File: config.mk
export PLATFORM = sky130hd
export DESIGN_NAME = alu_share_arbiter
export DESIGN_NICKNAME = d
export VERILOG_FILES = /design/src/rtl/alu_pkg.sv /design/src/rtl/alu_share_arbiter_alu.sv /design/src/rtl/alu_share_arbiter.sv
export SDC_FILE = /design/constraint.sdc
export NUM_CORES = 1
export LEC_CHECK = 0
export ABC_AREA = 1
export CORE_MARGIN = 2
export CORE_UTILIZATION = 50
export DETAILED_ROUTE_END_ITERATION = 10
export MAX_ROUTING_LAYER = met4
export PLACE_DENSITY = 0.8
export SLEW_MARGIN = 20
export SYNTH_ARGS = -nofsm -noshare
export SYNTH_HDL_FRONTEND = slang
export SYNTH_SLANG_ARGS = --single-unit
File: constraint.sdc
create_clock -name clk -period 5.7 [get_ports clk]
set_clock_uncertainty 0.05 [all_clocks]
set_input_delay 1.14 -clock clk [delete_from_list [all_inputs] [get_ports clk]]
set_output_delay 1.14 -clock clk [all_outputs]
set_load 0.05 [all_outputs]
File: src/rtl/alu_pkg.sv
// ALU control encodings and legality check, shared by the ALU and the
// arbiter that feeds it.
package alu_pkg;

    localparam logic [3:0] ALU_AND = 4'b0000;
    localparam logic [3:0] ALU_OR  = 4'b0001;
    localparam logic [3:0] ALU_ADD = 4'b0010;
    localparam logic [3:0] ALU_SUB = 4'b0110;
    localparam logic [3:0] ALU_SLT = 4'b0111;
    localparam logic [3:0] ALU_NOR = 4'b1100;

    function automatic logic alu_ctrl_legal(input logic [3:0] ctrl);
        logic legal;
        case (ctrl)
            ALU_AND, ALU_OR, ALU_ADD, ALU_SUB, ALU_SLT, ALU_NOR: legal = 1'b1;
            default:                                             legal = 1'b0;
        endcase
        return legal;
    endfunction

endpackage

File: src/rtl/alu_share_arbiter_alu.sv
// Combinational 32-bit ALU; unknown control codes produce a zero result.
module ALU
    import alu_pkg::*;
(
    input  logic [3:0]  ctrl,
    input  logic [31:0] a,
    input  logic [31:0] b,
    output logic [31:0] result,
    output logic        zero
);

    always_comb begin
        result = 32'd0;
        case (ctrl)
            ALU_AND: result = a & b;
            ALU_OR:  result = a | b;
            ALU_ADD: result = a + b;
            ALU_SUB: result = a - b;
            ALU_SLT: result = {31'd0, (a < b)};  // unsigned compare
            ALU_NOR: result = ~(a | b);
            default: result = 32'd0;
        endcase
    end

    assign zero = (result == 32'd0);

endmodule

File: src/rtl/alu_share_arbiter.sv
// Round-robin sharing of one ALU between the issue path (0) and the
// branch/compare unit (1), with a one-entry registered response buffer.
module alu_share_arbiter
    import alu_pkg::*;
#(
    parameter int CNT_W = 16
) (
    input  logic             clk,
    input  logic             rst,
    input  logic             req0_valid,
    output logic             req0_ready,
    input  logic [31:0]      req0_a,
    input  logic [31:0]      req0_b,
    input  logic [3:0]       req0_ctrl,
    input  logic             req1_valid,
    output logic             req1_ready,
    input  logic [31:0]      req1_a,
    input  logic [31:0]      req1_b,
    input  logic [3:0]       req1_ctrl,
    output logic             rsp_valid,
    input  logic             rsp_ready,
    output logic [31:0]      rsp_result,
    output logic             rsp_zero,
    output logic             rsp_neg,
    output logic             rsp_id,
    output logic             rsp_illegal,
    output logic [CNT_W-1:0] grant_cnt0,
    output logic [CNT_W-1:0] grant_cnt1
);

    logic             last_reg;
    logic             rsp_valid_reg;
    logic [31:0]      rsp_result_reg;
    logic             rsp_zero_reg;
    logic             rsp_neg_reg;
    logic             rsp_id_reg;
    logic             rsp_illegal_reg;
    logic [CNT_W-1:0] cnt_reg [2];

    logic        can_accept;
    logic        winner;
    logic        accept;
    logic [1:0]  grant;
    logic [31:0] mux_a;
    logic [31:0] mux_b;
    logic [3:0]  mux_ctrl;
    logic [31:0] alu_result;
    logic        alu_zero;

    assign can_accept = !rst && (!rsp_valid_reg || rsp_ready);

    // Winner depends only on the valids and the last grant, never on ready.
    always_comb begin
        winner = 1'b0;
        if (req0_valid && req1_valid)
            winner = ~last_reg;
        else if (req1_valid)
            winner = 1'b1;
    end

    assign req0_ready = can_accept && req0_valid && (winner == 1'b0);
    assign req1_ready = can_accept && req1_valid && (winner == 1'b1);
    assign grant      = {req1_ready, req0_ready};
    assign accept     = |grant;

    assign mux_a    = winner ? req1_a    : req0_a;
    assign mux_b    = winner ? req1_b    : req0_b;
    assign mux_ctrl = winner ? req1_ctrl : req0_ctrl;

    ALU u_alu (
        .ctrl   (mux_ctrl),
        .a      (mux_a),
        .b      (mux_b),
        .result (alu_result),
        .zero   (alu_zero)
    );

    always_ff @(posedge clk) begin
        if (rst) begin
            last_reg        <= 1'b1;
            rsp_valid_reg   <= 1'b0;
            rsp_result_reg  <= 32'd0;
            rsp_zero_reg    <= 1'b0;
            rsp_neg_reg     <= 1'b0;
            rsp_id_reg      <= 1'b0;
            rsp_illegal_reg <= 1'b0;
        end else if (accept) begin
            last_reg        <= winner;
            rsp_valid_reg   <= 1'b1;
            rsp_result_reg  <= alu_result;
            rsp_zero_reg    <= alu_zero;
            rsp_neg_reg     <= alu_result[31];
            rsp_id_reg      <= winner;
            rsp_illegal_reg <= !alu_ctrl_legal(mux_ctrl);
        end else if (rsp_ready) begin
            rsp_valid_reg   <= 1'b0;
        end
    end

    for (genvar gi = 0; gi < 2; gi++) begin : g_cnt
        always_ff @(posedge clk) begin
            if (rst)
                cnt_reg[gi] <= '0;
            else if (grant[gi])
                cnt_reg[gi] <= cnt_reg[gi] + CNT_W'(1);
        end
    end

    assign rsp_valid   = rsp_valid_reg;
    assign rsp_result  = rsp_result_reg;
    assign rsp_zero    = rsp_zero_reg;
    assign rsp_neg     = rsp_neg_reg;
    assign rsp_id      = rsp_id_reg;
    assign rsp_illegal = rsp_illegal_reg;
    assign grant_cnt0  = cnt_reg[0];
    assign grant_cnt1  = cnt_reg[1];

endmodule

## Word-level counts from Yosys, hierarchy flattened

Memory sizes are Yosys's and may differ from the RTL's.
Index checks and enable logic that the tools add are counted.

| cells by class | value |
|---|---|
| add/sub/neg operators | 4 |
| $mul | 0 |
| div/mod/pow operators | 0 |
| $lt $le $gt $ge | 1 |
| eq/ne operators | 5 |
| shift-type cells | 0 |
| muxes and demuxes | 21 |
| bitwise gates (word level) | 7 |
| reductions and logical operators | 15 |

Operators by type and width:

| kind | number |
|---|---|
| one-hot mux 32 bit (6 select lines) | 1 |
| two-way mux 32 bit | 2 |
| adder 16 x 1 -> 16 bit (second input constant) | 2 |
| adder 32 bit | 1 |
| AND 32 bit | 1 |
| zero test 32 bit | 1 |
| less-than comparator 32 bit | 1 |
| two-way mux 16 bit | 2 |
| NOT 32 bit | 1 |
| OR 32 bit | 1 |
| subtractor 32 bit | 1 |
| two-way mux 1 bit | 15 |
| == test 4 x 3 -> 1 bit (second input constant) | 2 |
| logical AND 1 bit | 6 |
| OR reduction 6 bit | 1 |
| == test 4 x 1 -> 1 bit (second input constant) | 1 |
| == test 4 x 2 -> 1 bit (second input constant) | 1 |
| == test 4 bit (second input constant) | 1 |
| zero test 4 bit | 1 |
| two-way mux 4 bit | 1 |
| zero test 1 bit | 3 |
| NOT 1 bit | 2 |
| OR 1 bit | 2 |
| nonzero test 2 bit | 1 |
| other kinds (2) | 2 |

| word-level totals | value |
|---|---|
| bits in registers | 38 |
| bits in latches | 0 |
| memory bits (writable) | 32 |
| ROM bits | 0 |
| input bits | 141 |
| output and inout port bits | 71 |
| word-level logic and storage cells | 61 |
| memories kept | 1 |

Memories:

| memory | depth | width | read ports | clocked after memory_dff | write ports | line | RTL |
|---|---|---|---|---|---|---|---|
| cnt_reg | 2 | 16 | 2 | 0 | 2 | alu_share_arbiter.sv:38 | `logic [CNT_W-1:0] cnt_reg [2];` |

## Logic depth before layout (Yosys ltp)

Gate-level depths: netlist of run 1.

| logic depth | value |
|---|---|
| depth in word-level cells | 9 |
| mapped depth | 32 |
| mapped depth without buffers | 28 |

## Hierarchy

From an unflattened synthesis of run 1, not the netlist that was laid out.

| unflattened totals | value |
|---|---|
| cells, all modules | 2031 |
| area, all modules | 11342.1 sq um |

Modules (own cells, without submodules):

| module | times used | cells an instance | area an instance (sq um) | seq. area each (sq um) |
|---|---|---|---|---|
| ALU | 1 | 1418 | 6981.7 | 0.0 |
| alu_share_arbiter | 1 | 613 | 4360.4 | 1701.6 |

## Worst setup path after synthesis of run 1

Ideal clock, no wire load.

| timing path | value |
|---|---|
| path kind | input port to flip-flop |
| from | in req0_valid |
| to | reg rsp_zero_reg (netlist: rsp_zero) |
| library setup time | 68 ps |
| arrival time | 4488 ps |
| required time | 5582 ps |
| setup slack | 1094 ps |
| stages on the path | 30 |
| path buffers | 4 |
| path through | nand2_2 > nand2_4 > buf_6 > buf_8 > clkbuf_1 > clkbuf_1 > nand2_1 > o21ai_0 > ha_1 > inv_1 > fa_1 > nand2_1 > nand2_1 > nand2_1 > inv_1 > nand2_1 > nand3_2 > nand2_1 > nand2_1 > nand2_1 > nand2_1 > nand2_1 > nand3_1 > nand3_1 > nand2_1 > nor2_1 > nand2_1 > nor2_1 > nand3_1 > a21oi_2 |

| on the way | value |
|---|---|
| longest elaborated chain between the ends | 7 |
| elaborated cells between the ends (all ways) | 24 |
| those cells by class | add/sub (2); order compare (1); eq/ne (5); mux (5); bitwise (4); reduce/logical (7) |

Ends and longest elaborated chain:

| what | line | RTL |
|---|---|---|
| start, declared | alu_share_arbiter.sv:10 | `input logic req0_valid,` |
| parallel branches: the longest is 7 deep, another holds subtractor 32 bit | - |  |
| end signal, assigned | alu_share_arbiter.sv:91 | `rsp_zero_reg <= alu_zero;` |
| end, declared | alu_share_arbiter.sv:34 | `logic rsp_zero_reg;` |

Several ways; the timed one is not identified.
A chain may end at the register's enable or synchronous reset.

## Final worst setup path of run 1

Ends and elaborated chain as after synthesis.

==> reports/summary.txt, run 1 <==
CTS
-------------------------------------------------------------------------------------------
Clock Sinks                                                                              69
CTS Hold Bufs                                                                             0
# Post-CTS Setup Buffers                                                                  0
Clock tree from TritonCTS                                                               yes
Clk_lat worst skew                                                                  0.33 ns
Root Buffer                                                                    sky130_fd_sc_hd__clkbuf_16
Number of H-tree levels                                                                   3
CTS Buf Count                                                                             9
Max Root-Sink Buffers                                                                     2
Clk slew on worst S/H paths                                                         0.06 ns
Post-CTS resize count                                                                     0

POWER
-------------------------------------------------------------------------------------------
Internal Power                                                                      1.36 mW
Fraction of power consumed by the clock network                                       18.9%
Peak ir drop on the vdd network                                                    0.157 mV
Power density cells                                                              209 nW/um2
Sequential cell fraction of total power                                               22.6%
Static Leak                                                                         6.32 nW
Net Sw Power                                                                        1.26 mW
Switching share of power                                                              48.1%
Power share of the combinational group                                                58.4%
Total power after layout                                                            2.62 mW

DRT
-------------------------------------------------------------------------------------------
First-pass iteration count of the detailed router                                         6
Detailed-route wire length                                                        36,900 um
Residual DRC                                                                              0
Vias per cell                                                                          5.45
DR WL/cell                                                                          16.9 um
Residual antenna-violating net count after detailed routing                               0
Vias after detailed routing                                                          11,900
Number of design-rule violations left by the first detailed-router iteration            964

GLOBAL ROUTE
-------------------------------------------------------------------------------------------
First-pass GRT wire length                                                        58,000 um
Pin count of the biggest net entering global routing                                     48
Met1 routing resource usage after global routing                                      43.5%
Met2 usage in global routing                                                          58.0%
Global-route layer with the greatest usage                                             met2
Via count of the first global-routing pass                                           11,300
All-Layer GR Usage                                                                    35.0%
GR Layer Usage met3                                                                   4.55%
Global route total overflow                                                               0
Number of antenna violations at the first check in global routing                         0

TIMING
-------------------------------------------------------------------------------------------
Total Negative Setup Slacks                                                            0 ns
Tmin final                                                                          5.14 ns
RSZ-0062 raised after global routing                                                  false
Slew Viols, Final                                                                         0
Fraction of the cycle the final worst path needs                                      90.1%
Worst Tran Pin Value                                                                1.17 ns
Slew headroom                                                                         21.5%
Number of setup violations in the final report                                            0
Achievable frequency                                                                195 MHz
Final Hold Violating Endpoints                                                            0

FINISH
-------------------------------------------------------------------------------------------
Share of final-layout standard cells stronger than drive strength 1                   5.36%
Layout net count                                                                      2,156
Top library cells by usage in the layout, fill and taps aside                  413 x sky130_fd_sc_hd__nand2_1, 302 x sky130_fd_sc_hd__inv_1, 225 x sky130_fd_sc_hd__nor2_1
Total area of multi-input combinational cells                                      6820 um2
Register area                                                                      1700 um2
Number of antenna repair diodes                                                           0
Most common library cell in the layout ignoring fill and taps                  sky130_fd_sc_hd__nand2_1
Filler instances                                                                      1,909
Area growth, synth to finish                                                          25.7%

FLOORPLAN
-------------------------------------------------------------------------------------------
Initial standard-cell utilization of the core                                         51.2%
Y dimension of the die                                                               145 um
I/O Pins                                                                                212
Die outline width                                                                    145 um
Floorplan Core Area                                                              19,500 um2
Num rows                                                                                 51
Area of the die                                                                  21,100 um2

SYNTHESIS
-------------------------------------------------------------------------------------------
Main synth FF type                                                             sky130_fd_sc_hd__dfxtp_1
Seq/Total Area, Yosys                                                                 17.0%
Synthesized netlist cell count                                                        1,727
Distinct cells, synth                                                                    52
Async SR Flop Fraction                                                                   0%
Number of synthesis warnings                                                              0
Flop and latch count out of synthesis                                                    69
Cell accounting for the most synthesized area                                  sky130_fd_sc_hd__nand2_1
Area contributors post-synth                                                   sky130_fd_sc_hd__nand2_1 16%, sky130_fd_sc_hd__ha_1 12%, sky130_fd_sc_hd__inv_1 11%
Fraction of post-synthesis cell area in the top cell type by area                     15.5%
Post-Synthesis Net Count                                                              1,968
Number of enable flip-flop cells after synthesis                                         32
Average instance area after synthesis                                              5.78 um2
Synthesized area                                                                   9990 um2

SETUP PATH
-------------------------------------------------------------------------------------------
Worst path arrival time                                                             5.36 ns
Critical path type                                                                in -> reg
Kind of end point of the critical path                                            flip-flop
Highest fanout seen on the critical path                                                 17
Largest stage delay on the critical path                                            0.49 ns
Slowest cell on crit path                                                      sky130_fd_sc_hd__clkdlybuf4s50_1
Data required, critical path                                                        5.92 ns
Critical path launch point type                                                  input port

PLACE
-------------------------------------------------------------------------------------------
Total half-perimeter wirelength after legalization and detailed placement         30,400 um
Port Buf Inserts                                                                        211
Weighted congestion reported at the end of routability-driven placement                1.01

RUN STATUS
-------------------------------------------------------------------------------------------
Outcome                                                                        finished clean

JOB
-------------------------------------------------------------------------------------------
Max-capacitance violation count                                                           0

HOLD PATH
-------------------------------------------------------------------------------------------
Hold WC Path Type                                                                reg -> reg

==> synth_stat cells (5+ instances only) <==
cell	count
sky130_fd_sc_hd__a21oi_1	89
sky130_fd_sc_hd__a221oi_1	8
sky130_fd_sc_hd__a31oi_1	8
sky130_fd_sc_hd__buf_2	16
sky130_fd_sc_hd__buf_6	7
sky130_fd_sc_hd__clkbuf_1	26
sky130_fd_sc_hd__dfxtp_1	37
sky130_fd_sc_hd__edfxtp_1	32
sky130_fd_sc_hd__ha_1	98
sky130_fd_sc_hd__inv_1	302
sky130_fd_sc_hd__inv_2	8
sky130_fd_sc_hd__nand2_1	413
sky130_fd_sc_hd__nand2_2	13
sky130_fd_sc_hd__nand2_4	6
sky130_fd_sc_hd__nand3_1	159
sky130_fd_sc_hd__nand3b_1	5
sky130_fd_sc_hd__nand4_1	16
sky130_fd_sc_hd__nor2_1	225
sky130_fd_sc_hd__nor2_2	5
sky130_fd_sc_hd__nor3_1	24
sky130_fd_sc_hd__nor3b_1	6
sky130_fd_sc_hd__o211ai_1	16
sky130_fd_sc_hd__o21ai_0	128
sky130_fd_sc_hd__o21bai_1	5
sky130_fd_sc_hd__o22ai_1	5
sky130_fd_sc_hd__or2_2	21
==> power by group through the flow <==
stage / Combinational [mW] / Clock (mW) / Sequential, mW
3_3_place_gp: 1.49 / 0 / 0.601
3_5_place_dp: 1.50 / 0 / 0.603
2_1_floorplan: 0.872 / 0 / 0.733
5_1_grt: 1.68 / 0.519 / 0.598
6_report: 1.53 / 0.496 / 0.594
4_1_cts: 1.50 / 0.496 / 0.593
==> path summary, 6_finish.rpt <==
check / from / endpoint / slack, ns / depth (start not counted)
hold reg to reg: rsp_illegal$_SDFFE_PP0P_ / rsp_illegal$_SDFFE_PP0P_ / 0.44 / 2
setup / recovery: req0_valid / rsp_zero$_SDFFE_PP0P_ / 0.56 / 25
hold / removal: rsp_illegal$_SDFFE_PP0P_ / rsp_illegal$_SDFFE_PP0P_ / 0.44 / 2
setup reg to reg: last_reg$_SDFFE_PP1P_ / rsp_zero$_SDFFE_PP0P_ / 1.51 / 24
==> critical path, delay by kind of cell <==
| family | cells | cell delay [ns] |
|---|---|---|
| AOI/OAI and AO/OA | 3 | 0.30 |
| adders and majority gates | 1 | 0.41 |
| and+or+nand+nor | 15 | 2.32 |
| buffers and inverters | 6 | 1.17 |
==> per-stage QoR <==
step	setup WS [ns]	instances	area [um2]	utilization, %	hold slack, ns
after floorplan	1.09	1727	9990	-	0.414
after global placement	0.402	2169	12300	63.0	0.407
after detailed placement	0.296	2169	12300	63.0	0.438
after CTS	0.633	2185	12600	64.3	0.446
after global routing	0.211	2185	12600	64.3	0.456
final	0.562	2185	12600	64.3	0.441
==> cell families (layout without fill, tap and decap cells) <==
group           Yosys count  count (layout)  share of synthesized area (%)
fa+ha+maj               100             100                           12.7
simple gates            906             906                           39.2
xor+xnor                  5               5                          0.438
flops                    69              69                           17.0
compound gates          282             282                           15.9
buf+inv                 365             558                           14.7
==> final cells by class <==
cell class / count / area share [%]
Clock buffer: 11 / 1.85
Clock inverter: 5 / 0.219
Inverter: 310 / 9.27
Multi-Input combinational cell: 1293 / 54.3
Sequential cell: 69 / 13.6
Tap cell: 265 / 2.64
Timing Repair Buffer: 232 / 18.2
==> layer usage <==
metal  up-vias  routed length [um]
met5         -                   0
met4         0                1480
met3        90                2930
met2       571               17000
met1      5363               15500
li1       5884                   -
Power figures use the tool's default switching activity.
==> run 2: changes to the inputs <==
--- a/config.mk
+++ b/config.mk
@@ -8,9 +8,11 @@
 export ABC_AREA = 1
 export CORE_MARGIN = 2
 export CORE_UTILIZATION = 50
+export CTS_CLUSTER_DIAMETER = 30
 export DETAILED_ROUTE_END_ITERATION = 10
 export MAX_ROUTING_LAYER = met4
 export PLACE_DENSITY = 0.8
+export SETUP_SLACK_MARGIN = 0.3
 export SLEW_MARGIN = 20
 export SYNTH_ARGS = -nofsm -noshare
 export SYNTH_HDL_FRONTEND = slang
==> reports/summary.txt, run 2 (same netlist as run 1, synthesis figures left out) <==
FINISH
-------------------------------------------------------------------------------------------
Share of final-layout standard cells stronger than drive strength 1                   5.36%
Filler instances                                                                      1,905
Layout net count                                                                      2,156
Number of antenna repair diodes                                                           0
Area growth, synth to finish                                                          25.8%
Top library cells by usage in the layout, fill and taps aside                  413 x sky130_fd_sc_hd__nand2_1, 302 x sky130_fd_sc_hd__inv_1, 225 x sky130_fd_sc_hd__nor2_1
Total area of multi-input combinational cells                                      6830 um2
Most common library cell in the layout ignoring fill and taps                  sky130_fd_sc_hd__nand2_1
Register area                                                                      1700 um2
Final cell utilization of the core                                                    64.3%

TIMING
-------------------------------------------------------------------------------------------
Number of setup violations in the final report                                            0
Final Hold Violating Endpoints                                                            0
Total Negative Setup Slacks                                                            0 ns
Fraction of the cycle the final worst path needs                                      88.6%
Tightest hold margin                                                               0.443 ns
Slew Viols, Final                                                                         0
Achievable frequency                                                                198 MHz
RSZ-0062 raised after global routing                                                  false
Worst Tran Pin Value                                                                1.16 ns
Slew headroom                                                                         22.4%
Tmin final                                                                          5.05 ns

SETUP PATH
-------------------------------------------------------------------------------------------
Data required, critical path                                                        5.92 ns
Slowest cell on crit path                                                      sky130_fd_sc_hd__fa_1
Critical path launch point type                                                  input port
Highest fanout seen on the critical path                                                 17
Kind of end point of the critical path                                            flip-flop
Critical path type                                                                in -> reg
Worst path arrival time                                                             5.27 ns
Largest stage delay on the critical path                                            0.51 ns
Crit-path most repeated cell                                                   sky130_fd_sc_hd__nand2_1

POWER
-------------------------------------------------------------------------------------------
Power share of the combinational group                                                58.4%
Static Leak                                                                         6.32 nW
Switching share of power                                                              48.1%
Power density cells                                                              209 nW/um2
Fraction of power consumed by the clock network                                       18.9%
Internal Power                                                                      1.36 mW
Peak ir drop on the vdd network                                                    0.157 mV
Total power after layout                                                            2.62 mW
Net Sw Power                                                                        1.26 mW
Sequential cell fraction of total power                                               22.6%

GLOBAL ROUTE
-------------------------------------------------------------------------------------------
Via count of the first global-routing pass                                           11,300
All-Layer GR Usage                                                                    35.0%
Number of antenna violations at the first check in global routing                         0
Pin count of the biggest net entering global routing                                     48
Global route total overflow                                                               0
First-pass GRT wire length                                                        58,000 um

FLOORPLAN
-------------------------------------------------------------------------------------------
I/O Pins                                                                                212
Area of the die                                                                  21,100 um2
Initial standard-cell utilization of the core                                         51.2%
Floorplan Core Area                                                              19,500 um2
Die outline width                                                                    145 um
Num rows                                                                                 51
Y dimension of the die                                                               145 um

DRT
-------------------------------------------------------------------------------------------
Vias per cell                                                                          5.44
Detailed-route wire length                                                        36,800 um
Number of design-rule violations left by the first detailed-router iteration          1,012
First-pass iteration count of the detailed router                                         5
DR WL/cell                                                                          16.9 um
Residual DRC                                                                              0
Vias after detailed routing                                                          11,900
Residual antenna-violating net count after detailed routing                               0

PLACE
-------------------------------------------------------------------------------------------
Port Buf Inserts                                                                        211
Total half-perimeter wirelength after legalization and detailed placement         30,400 um
Weighted congestion reported at the end of routability-driven placement                1.01

CTS
-------------------------------------------------------------------------------------------
Clk slew on worst S/H paths                                                         0.06 ns
# Post-CTS Setup Buffers                                                                  0
Number of H-tree levels                                                                   3
Post-CTS resize count                                                                     0
CTS Hold Bufs                                                                             0
CTS Buf Count                                                                             9
Max Root-Sink Buffers                                                                     2
Clock Sinks                                                                              69
Clk_lat worst skew                                                                  0.33 ns
Clock tree from TritonCTS                                                               yes
Root Buffer                                                                    sky130_fd_sc_hd__clkbuf_16

HOLD PATH
-------------------------------------------------------------------------------------------
Hold WC Path Type                                                                reg -> reg

JOB
-------------------------------------------------------------------------------------------
Max-capacitance violation count                                                           0

RUN STATUS
-------------------------------------------------------------------------------------------
Outcome                                                                        finished clean

[run 2: cell types whose count changed in the layout (fill, tap and decap cells not counted)]
cell / delta
sky130_fd_sc_hd__o21ai_1: +1
sky130_fd_sc_hd__nand2_4: -1
sky130_fd_sc_hd__o21ai_0: -1
sky130_fd_sc_hd__nand2_8: +1
[run 2: cell type report]
class / instances / area share [%]
clock buffers: 11 / 1.85
clock inverters: 5 / 0.219
inverters: 310 / 9.26
multi-input cells: 1293 / 54.3
flip-flops and latches: 69 / 13.5
well taps: 265 / 2.64
repair buffers: 232 / 18.1
[run 2: metal layers]
layer	track usage (%)	vias to the layer above	wire length, um	part of all wire (%)
li1	-	5882	-	-
met3	4.55	97	3200	8.7
met1	43.5	5291	15200	41
met4	13.4	0	1500	4.1
met2	58.0	609	16900	46
met5	-	-	0	0
[run 2: through the flow]
step | area [um2] | instances | setup slack [ns]
after floorplan | 9990 | 1727 | 1.09
after global placement | 12300 | 2169 | 0.402
after detailed placement | 12300 | 2169 | 0.296
after CTS | 12600 | 2185 | 0.633
after global routing | 12600 | 2185 | 0.330
final | 12600 | 2185 | 0.649
[run 2: final timing paths]
path / start / end / slack (ns) / depth (start not counted)
min: rsp_id$_SDFFE_PP0P_ / rsp_id$_SDFFE_PP0P_ / 0.44 / 2
max: req0_valid / rsp_zero$_SDFFE_PP0P_ / 0.65 / 28
min reg2reg: rsp_id$_SDFFE_PP0P_ / rsp_id$_SDFFE_PP0P_ / 0.44 / 2
max reg2reg: last_reg$_SDFFE_PP1P_ / rsp_zero$_SDFFE_PP0P_ / 1.60 / 27
[run 2: power by group through the flow]
stage | Sequential [mW] | Clock, mW | Combinational, mW
2_1_floorplan | 0.733 | 0 | 0.872
3_3_place_gp | 0.601 | 0 | 1.49
3_5_place_dp | 0.603 | 0 | 1.50
4_1_cts | 0.593 | 0.496 | 1.50
5_1_grt | 0.598 | 0.519 | 1.68
6_report | 0.594 | 0.497 | 1.53
[run 2: worst max-delay path: cells and delay by family]
kind            cells  cell delay, ns
simple gates       20            2.31
buf+inv             4            0.75
fa+ha+maj           2            0.72
compound gates      2            0.31
==> run 3: changes to the inputs <==
--- a/config.mk
+++ b/config.mk
@@ -13,7 +13,7 @@
 export MAX_ROUTING_LAYER = met4
 export PLACE_DENSITY = 0.8
 export SETUP_SLACK_MARGIN = 0.3
-export SLEW_MARGIN = 20
+export SLEW_MARGIN = 5
 export SYNTH_ARGS = -nofsm -noshare
 export SYNTH_HDL_FRONTEND = slang
 export SYNTH_SLANG_ARGS = --single-unit
==> results of run 3 <==
Final layout, timing and power as in run 2 (identical DEF).
